## src/rtl/c_group_capture.sv

```systemverilog
`default_nettype none
// ============================================================================
//  Module   : c_group_capture
//  Purpose  : Registered capture of the 36 driven bits of the C vector into a
//             small circular FIFO. Each entry carries a per-nibble parity
//             vector and a sequence number and is presented on valid/ready.
//  Revision : 1.0  initial release
// ============================================================================
module c_group_capture #(
    parameter int IN_W   = 41,
    parameter int GROUPS = 9,
    parameter int DEPTH  = 2,
    parameter int SEQ_W  = 8,
    parameter int CNT_W  = 16
) (
    input  logic                       clk,
    input  logic                       rst,
    input  logic                       in_valid,
    input  logic [IN_W-1:0]            in_data,
    output logic                       in_ready,
    output logic                       out_valid,
    input  logic                       out_ready,
    output logic [4*GROUPS-1:0]        out_data,
    output logic [GROUPS-1:0]          out_parity,
    output logic [SEQ_W-1:0]           out_seq,
    output logic [CNT_W-1:0]           stall_cnt,
    output logic [$clog2(DEPTH):0]     count
);

    localparam int c_DW = 4 * GROUPS;
    localparam int c_AW = $clog2(DEPTH);
    localparam int c_CW = c_AW + 1;
    localparam logic [c_CW-1:0] c_FULL = c_CW'(DEPTH);

    // Pointers, occupancy and counters
    logic [c_AW-1:0]  r_wp, r_rp;
    logic [c_AW-1:0]  w_wp_nxt, w_rp_nxt;
    logic [c_CW-1:0]  r_count, w_count_nxt;
    logic [SEQ_W-1:0] r_seq, w_seq_nxt;
    logic [CNT_W-1:0] r_stall, w_stall_nxt;

    // Entry storage
    logic [c_DW-1:0]   r_mem_data [DEPTH];
    logic [GROUPS-1:0] r_mem_par  [DEPTH];
    logic [SEQ_W-1:0]  r_mem_seq  [DEPTH];

    logic              w_push, w_pop;
    logic [GROUPS-1:0] w_par;

    // One parity bit per captured nibble; upper undriven bits never enter.
    for (genvar g = 0; g < GROUPS; g++) begin : g_parity
        assign w_par[g] = ^in_data[4*g +: 4];
    end

    // Bits above the driven range are deliberately dropped.
    if (IN_W > c_DW) begin : g_upper_drop
        logic w_unused_upper;
        assign w_unused_upper = ^in_data[IN_W-1:c_DW];
    end

    // Handshake flags depend only on the occupancy register.
    assign in_ready   = (r_count != c_FULL);
    assign out_valid  = (r_count != '0);
    assign out_data   = r_mem_data[r_rp];
    assign out_parity = r_mem_par[r_rp];
    assign out_seq    = r_mem_seq[r_rp];
    assign stall_cnt  = r_stall;
    assign count      = r_count;

    // Next-state for pointers, occupancy, sequence and stall counter.
    always_comb begin
        w_push      = in_valid && in_ready;
        w_pop       = out_valid && out_ready;
        w_wp_nxt    = r_wp;
        w_rp_nxt    = r_rp;
        w_count_nxt = r_count;
        w_seq_nxt   = r_seq;
        w_stall_nxt = r_stall;
        if (w_push) begin
            w_wp_nxt  = r_wp + 1'b1;
            w_seq_nxt = r_seq + 1'b1;
        end
        if (w_pop) begin
            w_rp_nxt = r_rp + 1'b1;
        end
        case ({w_push, w_pop})
            2'b10:   w_count_nxt = r_count + 1'b1;
            2'b01:   w_count_nxt = r_count - 1'b1;
            default: w_count_nxt = r_count;
        endcase
        if (in_valid && !in_ready && (r_stall != {CNT_W{1'b1}})) begin
            w_stall_nxt = r_stall + 1'b1;
        end
    end

    // Control registers.
    always_ff @(posedge clk or posedge rst) begin
        if (rst) begin
            r_wp    <= '0;
            r_rp    <= '0;
            r_count <= '0;
            r_seq   <= '0;
            r_stall <= '0;
        end else begin
            r_wp    <= w_wp_nxt;
            r_rp    <= w_rp_nxt;
            r_count <= w_count_nxt;
            r_seq   <= w_seq_nxt;
            r_stall <= w_stall_nxt;
        end
    end

    // Entry storage: cleared on reset so an empty FIFO reads as zero.
    always_ff @(posedge clk or posedge rst) begin
        if (rst) begin
            for (int i = 0; i < DEPTH; i++) begin
                r_mem_data[i] <= '0;
                r_mem_par[i]  <= '0;
                r_mem_seq[i]  <= '0;
            end
        end else if (w_push) begin
            r_mem_data[r_wp] <= in_data[c_DW-1:0];
            r_mem_par[r_wp]  <= w_par;
            r_mem_seq[r_wp]  <= r_seq;
        end
    end

endmodule
`default_nettype wire
```

## config.mk

```make
export PLATFORM = sky130hd
export DESIGN_NAME = c_group_capture
export DESIGN_NICKNAME = d
export VERILOG_FILES = /design/src/rtl/c_group_capture.sv
export SDC_FILE = /design/constraint.sdc
export NUM_CORES = 1
export LEC_CHECK = 0
export CORE_UTILIZATION = 45
export CTS_CLUSTER_DIAMETER = 150
export DETAILED_ROUTE_END_ITERATION = 7
export MAX_ROUTING_LAYER = met4
export PLACE_DENSITY_LB_ADDON = 0.12
export SLEW_MARGIN = 10
export SYNTH_ARGS = -nofsm -noshare
export SYNTH_HDL_FRONTEND = slang
export SYNTH_SLANG_ARGS = --single-unit
```

## constraint.sdc

```tcl
create_clock -name clk -period 5.8 [get_ports clk]
set_input_delay 0.58 -clock clk [delete_from_list [all_inputs] [get_ports clk]]
set_output_delay 0.58 -clock clk [all_outputs]
set_load 0.01 [all_outputs]
```

# Yosys cells after proc, flatten, opt, wreduce, memory -nomap -nowiden
# Cells that the tools add are included.
[word_totals]
regBits = 134
latch_bits = 0
ram_bits = 0
mem_bits_ro = 0
input_bits = 45
out_inout_bits = 73
word_cells = 62
memories = 0
[classes]
n_addsub = 6
multipliers = 0
div_mod_pow = 0
order_cmp = 3
eq_ne = 4
shift = 0
muxes = 19
bitwise = 2
reduce_logical = 17
[ops]
columns = ["cell", "count"]
rows = [
  ["36-bit 2-to-1 mux", 4],
  ["72-bit bitwise mux", 1],
  ["36-bit demux with 1-bit select", 1],
  ["9-bit 2-to-1 mux", 4],
  ["4-bit XOR reduction", 9],
  ["8-bit 2-to-1 mux", 4],
  ["18-bit bitwise mux", 1],
  ["16-bit by 1-bit adder with 16-bit output, second input constant", 1],
  ["16-bit bitwise mux", 1],
  ["16-bit != test, second input constant", 1],
  ["9-bit demux with 1-bit select", 1],
  ["8-bit by 1-bit adder with 8-bit output, second input constant", 1],
  ["8-bit demux with 1-bit select", 1],
  ["1-bit logical AND", 5],
  ["2-bit greater-or-equal comparator, second input constant", 2],
  ["1-bit inverter with 2-bit output", 2],
  ["2-bit one-hot mux with 2 select lines", 1],
  ["2-bit nonzero test", 2],
  ["1-bit adder, second input constant", 2],
  ["2-bit by 1-bit adder with 2-bit output, second input constant", 1],
  ["2-bit by 1-bit == test with 1-bit output, second input constant", 1],
  ["2-bit == test, second input constant", 1],
  ["2-bit by 1-bit less-than comparator with 1-bit output, second input constant", 1],
  ["2-bit != test, second input constant", 1],
  ["other kinds (2)", 2],
]

# Logic depth before layout (Yosys ltp)
# Gate-level depths: netlist of the first run.
[logic_depth]
depth_word = 6
mapped_depth = 7

# Least setup slack after synthesis of the first run
# No wires, ideal clock.
[synth_timing]
kind = "flip-flop to output port"
startpoint = "register r_rp"
endpoint = "output port out_seq[2]"
t_arrival_ps = 1343
t_required_ps = 5220
slack_ps = 3877
stages_incl_launch_ff = 4
path_buffers = 2
cell_sequence = "dfrtp_1 clkbuf_1 clkbuf_1 mux2_2"
[synth_via]
elab_chain_cells = 4
[synth_lines]
columns = ["element", "line", "text"]
rows = [
  ["start: declaration", "36", "logic [c_AW-1:0] r_wp, r_rp;"],
  ["start signal: assignment", "106", "r_rp <= w_rp_nxt;"],
  ["1-bit inverter with 2-bit output (implied by the code)", "66", "assign out_seq = r_mem_seq[r_rp];"],
  ["8-bit 2-to-1 mux (implied by the code) (3 in series)", "66", ""],
  ["end: declaration", "25", "output logic [SEQ_W-1:0] out_seq,"],
]
# Every way passes these cells. The select of a mux whose other input is x is not followed.

# Worst setup path after layout of the first run
[layout_timing]
startpoint = "register r_rp"
endpoint = "output port out_data[0]"
[layout_via]
elab_chain_cells = 4
[layout_lines]
columns = ["element", "line", "text"]
rows = [
  ["1-bit inverter with 2-bit output (implied by the code)", "64", "assign out_data = r_mem_data[r_rp];"],
  ["36-bit 2-to-1 mux (implied by the code) (3 in series)", "64", ""],
  ["end: declaration", "23", "output logic [4*GROUPS-1:0] out_data,"],
]
# Every way passes these cells. The select of a mux whose other input is x is not followed.

==> run metrics, run 1 <==
status=finished clean; drt wl/cell=16.20 um; Clk Tree Root Cell=clkbuf_16; post-synthesis sequential area ratio=54.52%; Final ANT Viol Nets=0; Post-synth EDFFs=0; DRC violations left=0; end point of the critical path=out_data[0]; Clock Tree Buf Depth=2; CTS Buf Count=17; Post-Layout Inst Area=7974 um2; RR Startpoint=count[0]; Routed WL=11970 um; Worst VDD drop=334.9 uV; Tmin final=3.131 ns; GPL Wtd Cong=about 0.8; row cnt=42; Syn Area/Cell=14.24 um2; antenna cells=0; final setup violating endpoints=0; Worst Hold Class=primary input to async pin; flops & latches, synth=134; Synth area leaders=dfrtp_1 55%, mux2_2 28%, xnor2_1 5.0%, xor2_1 2.4%, nand2_1 0.73%; top-count cell post-synth=mux2_2; maximum clock frequency=approximately 0.32 GHz; worst-skew pair later-pin latency=between 0.4 and 0.5 ns; area post-placement=between 7000 and 8000 um2; worst path required time=around 5.2 ns; CTS HTree Levels=4; startpoint types=flop; Worst-path clk slew=around 0.050 ns; core region area=13300 um2; first-pass GRT wire length=between 20000 and 25000 um; layout cells sized above 1=34.81%; RSZ-0062 raised after global routing=no; Final Slew Violations=0; gr usage total=between 10% and 20%; Post-synth top cells=152 x mux2_2, 134 x dfrtp_1, 35 x xnor2_1; post-synth top area cell=dfrtp_1; Tcrit/Tclk final=between 50% and 60%; post-CTS resize count=0; ys flop type=dfrtp_1; PortBufs=112; dpl ws=2.568 ns; Ports=roughly 120; total vias in the final route=3788; Final Hold Fails=0; flop2flop setup slack=3.17 ns; worst slew pin tran=0.9921 ns; Layout fillers=1094; largest net degree at the start of global routing=69; syn_nets=480; hold_buf cts=0; chip height=118.9 um; Setup CP Type=flop to output port; vias in the first global route=around 4.0k; drt first pass iters=5; Final nets=600; clk_skew=between 0.006 and 0.007 ns; total clock sinks=134; initial antenna violation count=0; CP startpoint=r_rp; Power Density=570.9 nW/um2; MaxCap Viol Count=0; FF-to-FF End=r_mem_data[55]; ys async rst share=between 90% and 100%; Detailed Place HPWL=7805 um; DR vias/cell=5.126; Cell variety after synth=37; Worst Path Max Fanout=40; r2r worst-path depth=6; setup TNS=0 ns; Starting Density=46.26%; GR Overflow Total=0; Gate Count Post-Synth=432; initial DRC count=~170; post-CTS setup buffer count=0; Syn. warnings=0; crit end category=output port; Final Worst Setup Slack=2.669 ns; Die ar.=14140 um2; synthesized area=6151 um2; CTS tree=built; area grow syn2layout=29.64%; LEAKAGE=about 3.3 nW; crit path DAT=2.55 ns; width of the die=roughly 120 um; post-synth top area share=54.52%; Max transition margin=33.70%
-- metal layers --
layer	routed length (um)	vias to the layer above	global-route usage [%]
met1	5395	1908	23.17
met4	235	0	7.832
met5	0	-	-
met2	5761	80	29.39
met3	581	19	5.795
li1	-	1781	-
-- report_power, final --
| group | switching [W] | internal (W) |
|---|---|---|
| clock | 0.000360 | 0.000595 |
| combinational | 0.000741 | 0.00123 |
| sequential | 0.000266 | 0.00136 |
-- kinds of logic (layout without fill, tap and decap cells) --
family / count (synthesis) / after routing / synth area share (%)
muxes: 157 / 157 / 28.70
DFF: 134 / 134 / 54.52
and+or+nand+nor: 56 / 56 / 6.204
xor gates and xnor gates: 52 / 52 / 7.404
buffers and inverters: 21 / 152 / 1.749
AOI/OAI and AO/OA: 9 / 9 / 0.8137
adders and majority gates: 3 / 3 / 0.6103
-- worst max-delay path, cell delays in order (launching register included) --
cell and delay [ns]:
dfrtp_2 0.64, buf_4 0.57, mux2_2 0.40, clkdlybuf4s50_1 0.52
-- layout by cell type (no fill, tap or decap), drive strengths merged --
cell type,count
a211oi,1
a21oi,1
and2,2
and3,2
and3b,1
and4,3
buf,5
clkbuf,26
clkdlybuf4s50,112
clkinv,4
dfrtp,134
ha,3
inv,5
mux2,155
mux2i,2
nand2,12
nand2b,4
nand3,5
nand3b,2
nand4,10
nor2,5
nor3,3
nor4,4
nor4b,2
o21a,1
o21ai,6
or2,1
xnor2,35
xor2,17
-- stage by stage --
stage / hold slack (ns) / cells / total power [W] / utilization (%)
2_1_floorplan: 0.4497 / 432 / 0.002773 / -
3_3_place_gp: 0.4627 / 709 / 0.003570 / 55.99
3_5_place_dp: 0.4802 / 709 / 0.003639 / 55.99
4_1_cts: 0.4556 / 739 / 0.004619 / 59.98
5_1_grt: 0.4735 / 739 / 0.004834 / 59.98
6_report: 0.4586 / 739 / 0.004552 / 59.98
-- worst min-delay path by stage --
stage	from	end	slack [ns]	cells past startpoint
after global placement	r_mem_data[69]	r_mem_data[69]	0.46	1
final	rst	r_mem_data[59]	0.46	2
after floorplan	r_mem_par[7]	r_mem_par[7]	0.45	2
after global routing	rst	r_mem_data[58]	0.47	2
after CTS	rst	r_mem_data[59]	0.46	2
after detailed placement	r_mem_data[69]	r_mem_data[69]	0.48	1
-- area by class of cell --
cell class	count	area [um2]	area share [%]
clock buffer	26	509.2	6.386
timing repair buffer	117	1159	14.53
clock inverter	4	20.02	0.2511
multi-input combinational	277	2690	33.74
inverter	5	21.27	0.2668
tap	176	220.2	2.762
sequential	134	3354	42.07
-- flip-flops by register name (all words and copies together), names as in the netlist --
name        flops
r_mem_seq      16
r_mem_data     72
stall_cnt      16
r_mem_par      18
r_seq           8
r_wp            1
r_rp            1
count           2
(Power assumes the default switching activity.)
==> run 2, diff against run 1 <==
- clock period: 5.8 -> 2.9 ns (I/O delays scaled with it)
==> run 2 against run 1 <==
Effect of this change: routed wire length increased by 1.3%; non-clock buffer count increased by 2; worst hold slack got worse by 0.13 ns; critical path depth unchanged; clock skew increased by 0.0013 ns; largest power group unchanged; largest cell class unchanged; critical endpoint unchanged; register-to-register slack lost 2.2 ns.
==> run metrics, run 2 (synthesized netlist as in run 1, its figures left out) <==
hold_buf cts=0 (unchanged); commonest non-fill, non-tap cells in the layout=152 x mux2_2, 133 x dfrtp_1, 112 x clkdlybuf4s50_1; antenna cells=0 (unchanged); Tcrit/Tclk final=between 80 and 90%; Final Hold Fails=0 (unchanged); Final nets=602 (+0.33%); FF-to-FF End=stall_cnt[1]; chip height=118.9 um (unchanged); end point of the critical path=out_data[0]; Power Density=1169 nW/um2 (+100%); PortBufs=112 (unchanged); Setup CP Type=flop to output port; MaxCap Viol Count=0 (unchanged); Starting Density=46.26% (unchanged); Max transition margin=55.87% (+22 points); Worst-path clk slew=0.06 ns (about the same); Final Worst Setup Slack=0.4545 ns (-2.214 ns); Detailed Place HPWL=7824 um (+0.24%); clk_skew=0.007964 ns (+0.001310 ns); Post-Layout Inst Area=8143 um2 (+2.1%); DRC violations left=0 (unchanged); GR Overflow Total=0 (unchanged); Worst VDD drop=591.7 uV (+77%); CTS tree=built; max reg flops=72 (unchanged); row cnt=42 (unchanged); crit path DAT=2.16 ns (-0.39 ns); total vias in the final route=3840 (+1.4%); Die ar.=14140 um2 (unchanged); Tmin final=2.445 ns; initial antenna violation count=0 (unchanged); largest net degree at the start of global routing=62 (-10%); Biggest register=r_mem_data; Clock Tree Buf Depth=2 (unchanged); Clk Tree Root Cell=clkbuf_16; drt first pass iters=4 (-1); Cells after DPL=711 (+0.28%); startpoint types=flop; first-pass GRT wire length=20460 um (+1.3%); worst-skew pair later-pin latency=0.42 ns (about the same); Final Non-Filler Cells=743 (+0.54%); CP startpoint=r_rp; CTS Buf Count=17 (unchanged); vias in the first global route=4090 (+1.4%); maximum clock frequency=0.4089 GHz; post-CTS resize count=0 (unchanged); biggest regs=r_mem_data (72), r_mem_par (18); RSZ-0062 raised after global routing=no; final setup violating endpoints=0 (unchanged); crit end category=output port; hold_ws=0.3308 ns (-0.1277 ns); initial DRC count=108 (-37%); flop2flop setup slack=1.01 ns (-2.16 ns); core region area=13300 um2 (unchanged); Routed WL=12120 um (+1.3%); r2r worst-path depth=5 (-1); area grow syn2layout=32.38%; status=finished clean; layout cells sized above 1=35.63% (+0.81 points); dpl ws=0.7735 ns (-1.794 ns); total clock sinks=134 (unchanged); Layout fillers=1058 (-3.3%); gr usage total=19.21% (+0.22 points); RR Startpoint=stall_cnt[0]; most common cell after layout, fill and taps aside=mux2_2; multi-input logic area=2690 um2 (unchanged); width of the die=118.9 um (unchanged); area post-placement=7498 um2 (+0.72%); setup TNS=0 ns (unchanged); GPL Wtd Cong=0.7658 (-1.7%); LEAKAGE=3.416 nW (+2.0%); Final ANT Viol Nets=0 (unchanged); worst path required time=2.61 ns (-2.61 ns); worst slew pin tran=0.6606 ns (-0.3315 ns); register cell area after layout=3354 um2 (unchanged); drt wl/cell=16.32 um (+0.71%); CTS HTree Levels=4 (unchanged); Final Slew Violations=0 (unchanged); Ports=118 (unchanged); post-CTS setup buffer count=0 (unchanged); DR vias/cell=5.168 (+0.83%); Worst Path Max Fanout=39 (-2.5%); Worst Hold Class=primary input to async pin
## run 2: cell count changes in the layout (fill, tap and decap cells not counted)
| cell | delta |
|---|---|
| inv_4 | -1 |
| bufinv_16 | +4 |
| buf_12 | +3 |
| clkinvlp_4 | +2 |
| buf_4 | -1 |
| clkbuf_1 | -2 |
| clkinv_2 | -1 |
## run 2: cell type report
class / count / share of cell area (%)
tap: 176 / 2.704
multi-input combinational: 277 / 33.04
timing repair buffer: 119 / 14.87
inverter: 5 / 0.2766
sequential: 134 / 41.20
clock inverter: 8 / 1.752
clock buffer: 24 / 6.162
## run 2: per-layer routing
layer / GRT usage (%) / vias up / part of all wire [%] / wire length, um
met1: 23.66 / 1932 / 44 / 5360
li1: - / 1782 / - / -
met2: 29.50 / 106 / 49 / 5904
met3: 5.412 / 20 / 4.8 / 578
met5: - / - / 0 / 0
met4: 8.623 / 0 / 2.3 / 279
## run 2: worst min path at each step
| stage | startpoint | endpoint | slack [ns] | cells past startpoint |
|---|---|---|---|---|
| after floorplan | in_data[32] | r_mem_data[68] | 0.42 | 1 |
| after CTS | rst | r_mem_data[2] | 0.34 | 2 |
| after global routing | rst | r_mem_data[5] | 0.37 | 2 |
| after global placement | r_mem_par[7] | r_mem_par[7] | 0.46 | 2 |
| after detailed placement | r_mem_data[68] | r_mem_data[68] | 0.47 | 1 |
| final | rst | r_mem_data[2] | 0.33 | 2 |
## run 2: power by group
part / internal, W / switching [W]
Combinational: 0.00249 / 0.00153
Clock: 0.00155 / 0.000746
Sequential: 0.00271 / 0.000489
## run 2: through the flow
stage          utilization [%]  power (W)
2_1_floorplan                -   0.005547
3_3_place_gp             56.40   0.007174
3_5_place_dp             56.40   0.007288
4_1_cts                  61.25   0.009653
5_1_grt                  61.25    0.01007
6_report                 61.25   0.009522
## run 2: worst max-delay path: stages, from the launching register on
cell and delay (ns):
dfrtp_2 0.35, buf_4 0.45, mux2_2 0.41, clkdlybuf4s50_1 0.51
==> run 3, diff against run 2 <==
- clock period: 2.9 -> 2.2 ns (I/O delays scaled with it)
==> run 3 against run 2 <==
Effect of this change: first-iteration DRC count up 27%; utilization up 0.83 points; sequential share of layout area down 0.55 points; non-clock buffer count up 9; global-route usage down 0.15 points; routed wire length up 0.58%; critical endpoint is now out_data[2].
==> run metrics, run 3 (synthesized netlist as in run 1, its figures left out) <==
grt met1 use=23.83% (+0.17 points); Worst Hold Class=primary input to async pin; core region area=13300 um2 (unchanged); status=finished clean; RSZ-0062 raised after global routing=no; crit path DAT=1.91 ns (-0.25 ns); drt first pass iters=5 (+1); largest net degree at the start of global routing=57 (-8.1%); Final Non-Filler Cells=751 (+1.1%); Ports=118 (unchanged); register cell area after layout=3354 um2 (unchanged); Int Power=0.008660 W (+28%); MaxCap Viol Count=0 (unchanged); GPL Wtd Cong=0.7648 (-0.13%); hold_buf cts=0 (unchanged); vias in the first global route=3977 (-2.8%); CTS HTree Levels=4 (unchanged); met2 global-route usage=29.79% (+0.29 points); Sw Pwr=0.003667 W (+33%); width of the die=118.9 um (unchanged); chip height=118.9 um (unchanged); worst-skew pair later-pin latency=0.41 ns (about the same); Tcrit/Tclk final=96.83%; Final ANT Viol Nets=0 (unchanged); initial antenna violation count=0 (unchanged); PortBufs=112 (unchanged); most common cell after layout, fill and taps aside=mux2_2; GR Overflow Total=0 (unchanged); initial DRC count=137 (+27%); sw frac=29.75% (+0.71 points); Tmin final=2.130 ns; CTS tree=built; Clk Tree Root Cell=clkbuf_16; Worst-path clk slew=0.05 ns (about the same); CTS Buf Count=17 (unchanged); LEAKAGE=3.660 nW (+7.2%); worst slew pin tran=0.4957 ns (-0.1649 ns); row cnt=42 (unchanged); Routed WL=12190 um (+0.58%); clk_skew=0.003621 ns (-0.004343 ns); maximum clock frequency=0.4694 GHz; commonest non-fill, non-tap cells in the layout=152 x mux2_2, 133 x dfrtp_1, 87 x clkdlybuf4s50_1; antenna cells=0 (unchanged); worst path required time=1.98 ns (-0.63 ns); Final Slew Violations=0 (unchanged); first-pass GRT wire length=20320 um (-0.67%); Clock Tree Buf Depth=2 (unchanged); drt wl/cell=16.24 um (-0.49%); Comb pwr share=44.3% (+2.0 points); Detailed Place HPWL=7986 um (+2.1%); total vias in the final route=3807 (-0.86%); max reg flops=72 (unchanged); Die ar.=14140 um2 (unchanged); Cells after DPL=715 (+0.56%); total clock sinks=134 (unchanged); DRC violations left=0 (unchanged); Seq pwr share=34.4% (+0.7 points); utilization after layout=62.07% (+0.83 points); final setup violating endpoints=0 (unchanged); Setup CP Type=flop to output port; Global Route met3 Usage=4.981% (-0.43 points); multi-input logic area=2690 um2 (unchanged); Biggest register=r_mem_data; startpoint types=flop; Final Hold Fails=0 (unchanged); gr usage total=19.06% (-0.15 points); Max transition margin=66.71% (+11 points); layout cells sized above 1=36.17% (+0.55 points); Power Density=1494 nW/um2 (+28%); Layout fillers=1043 (-1.4%); Final nets=611 (+1.5%); busiest metal layer after global routing=met2; Worst VDD drop=891.8 uV (+51%); DR vias/cell=5.069 (-1.9%); crit end category=output port; area grow syn2layout=34.17%; Clock power frac=21.3% (-2.8 points); Starting Density=46.26% (unchanged); Worst Path Max Fanout=9 (-77%); biggest regs=r_mem_data (72), r_mem_par (18)
## run 3: changes by cell type in the layout (fill, tap and decap cells not counted), sizes merged
cell	delta
clkinv	-1
clkdlybuf4s50	-25
clkbuf	+5
bufbuf	+1
clkinvlp	-1
bufinv	-4
buf	+8
dlymetal6s2s	+18
dlygate4sd2	+7
## run 3: layout make-up
type / instances / share of cell area, %
repair buffers: 128 / 17.03
clock buffers: 29 / 6.671
flip-flops and latches: 134 / 40.65
well taps: 176 / 2.668
clock inverters: 2 / 0.1213
multi-input cells: 277 / 32.60
inverters: 5 / 0.2729
## run 3: per-stage QoR
step / setup WS (ns) / total power, W / cell area (um2) / hold slack, ns / setup TNS, ns
floorplan: 0.3148 / 0.007311 / 6155 / 0.3547 / 0
global placement: 0.2214 / 0.009567 / 7566 / 0.4612 / 0
detailed placement: 0.1979 / 0.009736 / 7566 / 0.4708 / 0
CTS: -0.001129 / 0.01257 / 8208 / 0.3309 / -0.001485
global route: 0.002282 / 0.01306 / 8253 / 0.3758 / 0
finish: 0.06977 / 0.01233 / 8253 / 0.3242 / 0
## run 3: final timing paths
check	from	to	slack, ns	cells after the start
max in group asynchronous	rst	r_rp	1.56	3
worst min register to register	r_mem_par[8]	r_mem_par[8]	0.48	2
worst max-delay path	r_rp	out_data[2]	0.07	4
min in group clk	r_mem_par[8]	r_mem_par[8]	0.48	2
worst max register to register	stall_cnt[0]	stall_cnt[1]	0.27	5
worst min-delay path	rst	r_mem_par[12]	0.32	3
## run 3: routing by layer
layer | vias up | routed length (um)
met5 | - | 0
met4 | 0 | 201
met3 | 16 | 579
met2 | 86 | 5874
met1 | 1916 | 5537
li1 | 1789 | -
## run 3: critical path, cell delays in order, from the launching register on
cell             delay [ns]
dfrtp_2                0.41
buf_4                  0.14
buf_12                 0.13
mux2_2                 0.34
clkdlybuf4s50_1        0.49
## run 3: power groups by stage
stage | registers [W] | clock network, W | logic [W]
final | 0.00424 | 0.00262 | 0.00547
after global routing | 0.00440 | 0.00279 | 0.00587
after CTS | 0.00424 | 0.00268 | 0.00564
after detailed placement | 0.00431 | 0 | 0.00543
after global placement | 0.00422 | 0 | 0.00535
after floorplan | 0.00409 | 0 | 0.00322
## run 3: timing repair
item	in CTS	in global routing
endpoints found under the setup margin	47	18
resized for setup	11	18
gates cloned	1	0
setup buffers	4	0
